==> src/rtl/placar_controle_if.sv <==
// Board-side signal bundle of the scoreboard controller: raw buttons/switches in,
// scores, LEDs, buzzer and busy flag out.
interface placar_controle_if;
  logic [2:0] cBotoes;
  logic       chaveNP;
  logic       chaveTime;
  logic [6:0] placarA;
  logic [6:0] placarB;
  logic [1:0] led;
  logic       buzzer;
  logic       ocupado;

  modport master (
    output cBotoes, chaveNP, chaveTime,
    input  placarA, placarB, led, buzzer, ocupado
  );

  modport slave (
    input  cBotoes, chaveNP, chaveTime,
    output placarA, placarB, led, buzzer, ocupado
  );
endinterface

==> src/rtl/placar_controle.sv <==
// Basketball scoreboard sequencer: synchronises and debounces the point buttons,
// applies one saturating score update per qualified press and pulses the buzzer.
module placar_controle #(
  parameter int SCORE_MAX   = 99,
  parameter int DEB_CYCLES  = 50000,
  parameter int BUZZ_CYCLES = 5000000
) (
  input logic              clock,
  input logic              reset,
  placar_controle_if.slave bus
);

  typedef enum logic [1:0] {ESPERA, OCIOSO, APLICA, BUZINA} state_t;

  localparam int CW = $clog2(DEB_CYCLES + 1);
  localparam int BW = (BUZZ_CYCLES > 1) ? $clog2(BUZZ_CYCLES) : 1;
  localparam logic [CW-1:0] DEB_MAX   = CW'(DEB_CYCLES);
  localparam logic [BW-1:0] BUZZ_LAST = BW'(BUZZ_CYCLES - 1);
  localparam logic [7:0]    MAX8      = 8'(SCORE_MAX);

  state_t        state_q, state_d;
  logic [2:0]    bs_s1_q, bs_s1_d, bs_q, bs_d;
  logic          np_s1_q, np_s1_d, np_q, np_d;
  logic          tm_s1_q, tm_s1_d, tm_q, tm_d;
  logic [CW-1:0] cnt_q, cnt_d;
  logic [BW-1:0] buzz_q, buzz_d;
  logic [1:0]    delta_q, delta_d;
  logic          op_q, op_d;
  logic          team_q, team_d;
  logic [6:0]    score_a_q, score_a_d, score_b_q, score_b_d;

  logic          stable;
  logic [6:0]    sel, res;
  logic [7:0]    sum;

  always_comb begin
    bs_s1_d = bus.cBotoes;
    bs_d    = bs_s1_q;
    np_s1_d = bus.chaveNP;
    np_d    = np_s1_q;
    tm_s1_d = bus.chaveTime;
    tm_d    = tm_s1_q;

    // Qualification happens on the edge the counter reaches its limit, which
    // puts it 2 + DEB_CYCLES edges after the raw input changes.
    if (bs_d != bs_q)          cnt_d = '0;
    else if (cnt_q == DEB_MAX) cnt_d = cnt_q;
    else                       cnt_d = cnt_q + CW'(1);
    stable = (cnt_d == DEB_MAX);

    sel = team_q ? score_b_q : score_a_q;
    sum = {1'b0, sel} + {6'b0, delta_q};
    if (op_q) res = (sel < {5'b0, delta_q}) ? '0 : sel - {5'b0, delta_q};
    else      res = (sum > MAX8) ? MAX8[6:0] : sum[6:0];

    state_d   = state_q;
    buzz_d    = buzz_q;
    delta_d   = delta_q;
    op_d      = op_q;
    team_d    = team_q;
    score_a_d = score_a_q;
    score_b_d = score_b_q;

    case (state_q)
      ESPERA: if (stable && bs_q == '0) state_d = OCIOSO;
      OCIOSO: begin
        if (stable && bs_q != '0) begin
          if ($onehot(bs_q)) begin
            state_d = APLICA;
            delta_d = bs_q[0] ? 2'd1 : (bs_q[1] ? 2'd2 : 2'd3);
            op_d    = np_q;
            team_d  = tm_q;
          end else begin
            state_d = ESPERA;
          end
        end
      end
      APLICA: begin
        state_d = BUZINA;
        buzz_d  = '0;
        if (team_q) score_b_d = res;
        else        score_a_d = res;
      end
      BUZINA: begin
        if (buzz_q == BUZZ_LAST) state_d = ESPERA;
        else                     buzz_d  = buzz_q + BW'(1);
      end
      default: state_d = ESPERA;
    endcase
  end

  always_ff @(posedge clock or posedge reset) begin
    if (reset) begin
      state_q   <= ESPERA;
      bs_s1_q   <= '0;
      bs_q      <= '0;
      np_s1_q   <= 1'b0;
      np_q      <= 1'b0;
      tm_s1_q   <= 1'b0;
      tm_q      <= 1'b0;
      cnt_q     <= '0;
      buzz_q    <= '0;
      delta_q   <= '0;
      op_q      <= 1'b0;
      team_q    <= 1'b0;
      score_a_q <= '0;
      score_b_q <= '0;
    end else begin
      state_q   <= state_d;
      bs_s1_q   <= bs_s1_d;
      bs_q      <= bs_d;
      np_s1_q   <= np_s1_d;
      np_q      <= np_d;
      tm_s1_q   <= tm_s1_d;
      tm_q      <= tm_d;
      cnt_q     <= cnt_d;
      buzz_q    <= buzz_d;
      delta_q   <= delta_d;
      op_q      <= op_d;
      team_q    <= team_d;
      score_a_q <= score_a_d;
      score_b_q <= score_b_d;
    end
  end

  assign bus.placarA = score_a_q;
  assign bus.placarB = score_b_q;
  assign bus.led     = {score_b_q >= score_a_q, score_a_q >= score_b_q};
  assign bus.buzzer  = (state_q == BUZINA);
  assign bus.ocupado = (state_q != OCIOSO);

endmodule

==> src/flat_wrapper.sv <==
// flat-port wrapper written by rule: the top's interface ports become plain ports
module placar_controle_flat 
#(
  parameter int SCORE_MAX   = 99,
  parameter int DEB_CYCLES  = 50000,
  parameter int BUZZ_CYCLES = 5000000
)
  (clock, reset, bus_cBotoes, bus_chaveNP, bus_chaveTime, bus_placarA, bus_placarB, bus_led, bus_buzzer, bus_ocupado);
  placar_controle_if bus_i ();
  input logic clock;
  input logic reset;
  input wire logic [$bits(bus_i.cBotoes)-1:0] bus_cBotoes;
  input wire logic [$bits(bus_i.chaveNP)-1:0] bus_chaveNP;
  input wire logic [$bits(bus_i.chaveTime)-1:0] bus_chaveTime;
  output wire logic [$bits(bus_i.placarA)-1:0] bus_placarA;
  output wire logic [$bits(bus_i.placarB)-1:0] bus_placarB;
  output wire logic [$bits(bus_i.led)-1:0] bus_led;
  output wire logic [$bits(bus_i.buzzer)-1:0] bus_buzzer;
  output wire logic [$bits(bus_i.ocupado)-1:0] bus_ocupado;
  assign bus_i.cBotoes = bus_cBotoes;
  assign bus_i.chaveNP = bus_chaveNP;
  assign bus_i.chaveTime = bus_chaveTime;
  assign bus_placarA = bus_i.placarA;
  assign bus_placarB = bus_i.placarB;
  assign bus_led = bus_i.led;
  assign bus_buzzer = bus_i.buzzer;
  assign bus_ocupado = bus_i.ocupado;
  placar_controle #(.SCORE_MAX(SCORE_MAX), .DEB_CYCLES(DEB_CYCLES), .BUZZ_CYCLES(BUZZ_CYCLES)) u_core (.clock(clock), .reset(reset), .bus(bus_i));
endmodule
==> config.mk <==
export PLATFORM = sky130hd
export DESIGN_NAME = placar_controle_flat
export DESIGN_NICKNAME = d
export VERILOG_FILES = /design/src/rtl/placar_controle_if.sv /design/src/rtl/placar_controle.sv /design/src/flat_wrapper.sv
export SDC_FILE = /design/constraint.sdc
export NUM_CORES = 1
export LEC_CHECK = 0
export ABC_CLOCK_PERIOD_IN_PS = 4800
export CAP_MARGIN = 20
export CORE_ASPECT_RATIO = 0.5
export CORE_MARGIN = 2
export CORE_UTILIZATION = 55
export CTS_CLUSTER_DIAMETER = 100
export DETAILED_ROUTE_END_ITERATION = 10
export PLACE_DENSITY = 0.75
export SLEW_MARGIN = 20
export SYNTH_ARGS = -nofsm -noshare
export SYNTH_HDL_FRONTEND = slang
export SYNTH_SLANG_ARGS = --single-unit
==> constraint.sdc <==
create_clock -name clock -period 4.8 [get_ports clock]
set_clock_uncertainty 0.1 [all_clocks]
set_input_delay 0.96 -clock clock [delete_from_list [all_inputs] [get_ports clock]]
set_output_delay 0.96 -clock clock [all_outputs]
set_load 0.01 [all_outputs]
* Word level (Yosys, flattened, before mapping) *
Index checks and enable logic that the tools add are counted.

storage, ports and cells
  flip-flop bits (word level) = 69
  input port bits = 7
  output and inout bits = 18

operators by class
  add/sub/neg operators = 6
  $lt $le $gt $ge = 4
  eq/ne operators = 13
  muxes and demuxes = 15
  bitwise logic cells = 1
  reductions and logical operators = 11

operator list
  kind                                                                              count
  23-bit case mux with 2 select lines                                               1
  16-bit == test (second input constant)                                            2
  16-bit 2-to-1 mux                                                                 2
  7-bit 2-to-1 mux                                                                  4
  23-bit by 1-bit adder with 23-bit output (second input constant)                  1
  23-bit == test (second input constant)                                            1
  23-bit 2-to-1 mux                                                                 1
  16-bit by 1-bit adder with 16-bit output (second input constant)                  1
  7-bit greater-or-equal comparator                                                 2
  2-bit 2-to-1 mux                                                                  5
  7-bit by 2-bit adder with 8-bit output                                            1
  8-bit by 7-bit greater-than comparator with 1-bit output (second input constant)  1
  2-bit by 1-bit inequality test with 1-bit output (second input constant)          4
  2-bit case mux with 4 select lines                                                1
  7-bit by 2-bit less-than comparator with 1-bit output                             1
  7-bit by 2-bit subtractor with 7-bit output                                       1
  2-bit AND reduction                                                               3
  3-bit AND reduction                                                               2
  2-bit by 1-bit == test with 1-bit output (second input constant)                  2
  2-bit == test (second input constant)                                             2
  3-bit zero test                                                                   1
  3-bit inequality test                                                             1
  3-bit nonzero test                                                                1
  1-bit by 1-bit adder with 2-bit output                                            1
  other kinds (7)                                                                   8

* Longest topological paths before layout *
  depth in word-level cells = 7
  mapped depth = 11

* Worst setup path before layout *
No wires, ideal clock.

  kind = register to register
  from = reg u_core.team_q
  to = reg u_core.score_b_q[2] (netlist: u_core.bus.placarB[2])
  library setup time = 0.135 ns
  data arrival time = 2.805 ns
  required time = 4.565 ns
  setup slack = 1.759 ns
  cell stages (with the launch flop) = 10
  buffers on the path = 2
  clock period less this slack = 3.041 ns
  cells stage by stage = dfrtp_1 buf_1 buf_1 o21ai_0 ha_1 a211o_1 nor3_1 o21ai_0 a22oi_1 o21ai_0

between the ends
  cells in the longest elaborated chain, start to end = 5
  elaborated cells between the ends (all ways) = 9

RTL lines
  element                                                   line                    source
  start: declaration                                        placar_controle.sv:29   logic team_q, team_d;
  start signal: assignment                                  placar_controle.sv:120  team_q <= team_d;
  7-bit 2-to-1 mux                                          placar_controle.sv:51   sel = team_q ? score_b_q : score_a_q;
  7-bit by 2-bit adder with 8-bit output                    placar_controle.sv:52   sum = {1'b0, sel} + {6'b0, delta_q};
  8-bit by 7-bit greater-than comparator with 1-bit output  placar_controle.sv:54   else res = (sum > MAX8) ? MAX8[6:0] : sum[6:0];
  7-bit 2-to-1 mux                                          placar_controle.sv:54
  7-bit 2-to-1 mux                                          placar_controle.sv:53   if (op_q) res = (sel < {5'b0, delta_q}) ? '0 : sel - {5'b0, delta_q};
  end signal: assignment                                    placar_controle.sv:122  score_b_q <= score_b_d;
  end: declaration                                          placar_controle.sv:30   logic [6:0] score_a_q, score_a_d, score_b_q, score_b_d;

Parallel ways exist; a longest one is shown, timed or not.
A chain may end at the register's enable or synchronous reset.

* Final worst setup path *
  from = reg u_core.score_b_q[1] (netlist: u_core.bus.placarB[1])
  to = out bus_led[0]

between the ends
  cells in the longest elaborated chain, start to end = 1

RTL lines
  element                            line                    source
  7-bit greater-or-equal comparator  placar_controle.sv:128  assign bus.led = {score_b_q >= score_a_q, score_a_q >= score_b_q};
  end: declaration                   flat_wrapper.sv:17      output wire logic [$bits(bus_i.led)-1:0] bus_led;

No other way between the ends.

==> results.ini <==
[floorplan]
die_area_um2=8290
io_pins=25
die_h_um=65.4
initial_utilization_pct=56.6
die_w_um=127
core_region_area_um2=7320
rows=22

[drt]
ant_nets=0
drc_errors=0
drtIter0Drc=304
vias=3420
wl_mm=8.90
viasPerCell=5.96
dr.pass1.iters=6
wl_per_cell_um=15.5

[setup_path]
path_cells=ha_1 > nor2b_1 > o21a_1 > o21a_1 > o21a_1 > o211ai_1 > a21bo_2 > clkdlybuf4s50_1
max_stage_delay_ns=0.52
reg2reg_depth=7
critPathKind=flop to output pin
crit_path_end_kind=output pin
cp-start-kind=flop
r2r_end=u_core.bus.placarB[6]
regToRegStartpoint=u_core.team_q
cp_common_cell=o21a_1
setup.worst_path.end=bus_led[0]
worstSetupStartpoint=u_core.bus.placarB[1]
r2r_slack_ns=1.52
slowest_stage=clkdlybuf4s50_1
cp.arrival_ns=2.52
cp.required_ns=3.74
path_max_fanout=4

[final_layout]
layout.nets=497
regArea_um2=1730
multiInputGateArea_um2=2250
n_antenna_cell=0
nFillCells=621
final_cell_area_um2=4740
drive_gt1_share_pct=7.74
stdcell_count=574
areaGrowthSynthToFinish_pct=14.3

[power_and_ir_drop]
powerDensity_nw_per_um2=269
peakVddDrop_uv=180
p_leak_nw=1.97

[placed_design]
gp_congestion=0.937
io_buffers=24
place_hpwl_mm=6.34
dp_cells=558
placed_area_um2=4440

[synth]
ys_ff_latch=69
postSynthCellCount=455
ys.flop_type=dfrtp_1
async_reset_ff_share_pct=100
synth_area_um2=4150
postSynthNetCount=479
syn_avg_cell_area_um2=9.12
ys_seq_area_share_pct=41.6
synth_enable_flop_cells=0
synth.distinct_cells=57
yosys_warnings=0

[timing]
max_freq_ghz=0.279
hold_viol=0
finalCritPeriodShare_pct=74.6
slew_headroom_pct=36.3
max_slew.worst_pin.slew_ns=0.947
rsz0062_at_grt=no
slew_violations=0
tns_ns=0
setup_viol=0
min_period_ns=3.58

[clocking]
cts_buffers=9
insertion_delay_ns=0.33
cts.sinks=69
cts_htree_levels=3
cts_tree=yes
clkTransAtPathRegs_ns=0.05
cts_setup_buffers=0
cts_hold_buf=0
cts-root-buf=clkbuf_16
cts_resized=0
cts_max_path_buffers=2

[hold_path]
hold_path_depth=0
hold_class=flop to flop

[grt]
antenna_found_initial=0
grt_pass1_vias=3240
grt-ovfl-total=0
grt_max_degree=47
grtUsageTotal_pct=23.7
grt_pass1_wl_mm=15.4

[run]
maxCapViolations=0

[run_status]
outcome=completed

[cell families after synthesis]
logic type,after synthesis,synth area share (%)
AO/OA/AOI/OAI,82,12.7
multiplexers,22,5.55
adder cells (fa/ha/maj),17,5.67
flip-flops,69,41.6
AND/OR/NAND/NOR,193,24.4
buffers and inverters,44,4.19
XOR/XNOR,28,5.91
[placed cells by master (no fill, tap or decap), types with 3 or more instances in the layout]
cell type        netlist  final
a21oi_1               12     12
a31oi_1                3      3
and3_1                 6      6
and3b_1                3      3
and4_1                 4      4
clkbuf_16              0      9
clkdlybuf4s50_1        0     24
dfrtp_1               69     69
fa_1                   3      3
ha_1                  14     14
inv_1                 25     24
mux2_2                 8      8
mux2i_1               14     14
nand2_1               48     48
nand3_1               22     22
nand4_1               10     10
nor2_1                44     43
nor2b_1                3      3
nor3_1                13     13
nor3b_1                5      5
nor4_1                12     12
o211ai_1               3      3
o21a_1                 3      3
o21ai_0               31     31
o31ai_1                8      8
o32ai_1                3      3
or2_2                  3      3
or3_1                  5      5
xnor2_1               13     13
xor2_1                15     15
[per-layer routing]
metal	up-vias	track usage [%]	wire, µm
met5	-	0	0
met4	0	9.48	176
met3	20	6.19	410
met2	102	39.3	4230
met1	1632	30.1	4080
li1	1666	-	-
[flip-flops by register name, indices dropped and copies added (netlist names), named ones only]
name and count:
u_core.buzz_q 23, u_core.tm_q 1, u_core.state_q 1, u_core.op_q 1, u_core.bs_d 3, u_core.team_q 1, u_core.delta_q 2, u_core.np_d 1
u_core.bus.placarA 7, u_core.cnt_q 16, u_core.np_q 1, u_core.bs_q 3, u_core.bus.placarB 7, u_core.tm_d 1
[synth_stat cells (5+ instances only)]
library cell  instances  area, µm²
nor4_1               12       75.1
o31ai_1               8       60.1
mux2_2                8       90.1
clkbuf_1             12       45.0
inv_1                25       93.8
o21ai_0              31        155
dfrtp_1              69       1730
nand3_1              22        110
nand4_1              10       62.6
nor3_1               13       65.1
xor2_1               15        131
xnor2_1              13        114
nor2_1               44        165
a21oi_1              12       60.1
nand2_1              48        180
nor3b_1               5       37.5
and3_1                6       37.5
mux2i_1              14        140
or3_1                 5       31.3
ha_1                 14        175
[worst min-delay path by stage]
stage	slack, ns	to	from
6_report	0.25	u_core.tm_q	u_core.tm_d
5_1_grt	0.25	u_core.np_q	u_core.np_d
4_1_cts	0.25	u_core.tm_q	u_core.tm_d
3_5_place_dp	0.23	u_core.tm_q	u_core.tm_d
3_3_place_gp	0.23	u_core.tm_q	u_core.tm_d
2_1_floorplan	0.23	u_core.np_q	u_core.np_d
[final cells by class]
type,instances,area share [%]
multi-input cells,342,47.5
clock inverters,4,1.00
well taps,96,2.53
repair buffers,26,5.39
clock buffers,12,5.20
inverters,25,1.98
flip-flops and latches,69,36.4
[where the power goes]
part	internal, W	switching (W)
clock network	0.000414	0.000238
logic	0.00000967	0.0000201
registers	0.000587	0.00000456
total	0.00101	0.000263
[critical path, delay by kind of cell (launching register included)]
kind | cells | cell delay (ns)
flip-flops | 1 | 0.40
buffers and inverters | 1 | 0.52
adder cells (fa/ha/maj) | 1 | 0.32
AND/OR/NAND/NOR | 1 | 0.13
AO/OA/AOI/OAI | 5 | 0.83
[metrics by stage]
| stage | utilization, % | worst slack, ns | hold slack (ns) | total power (W) |
|---|---|---|---|---|
| 2_1_floorplan | - | 1.76 | 0.231 | 0.000620 |
| 3_3_place_gp | 60.7 | 1.58 | 0.232 | 0.000631 |
| 3_5_place_dp | 60.7 | 1.56 | 0.235 | 0.000633 |
| 4_1_cts | 64.7 | 1.19 | 0.247 | 0.00129 |
| 5_1_grt | 64.7 | 1.09 | 0.254 | 0.00131 |
| 6_report | 64.7 | 1.22 | 0.247 | 0.00127 |
(Power assumes the default switching activity.)
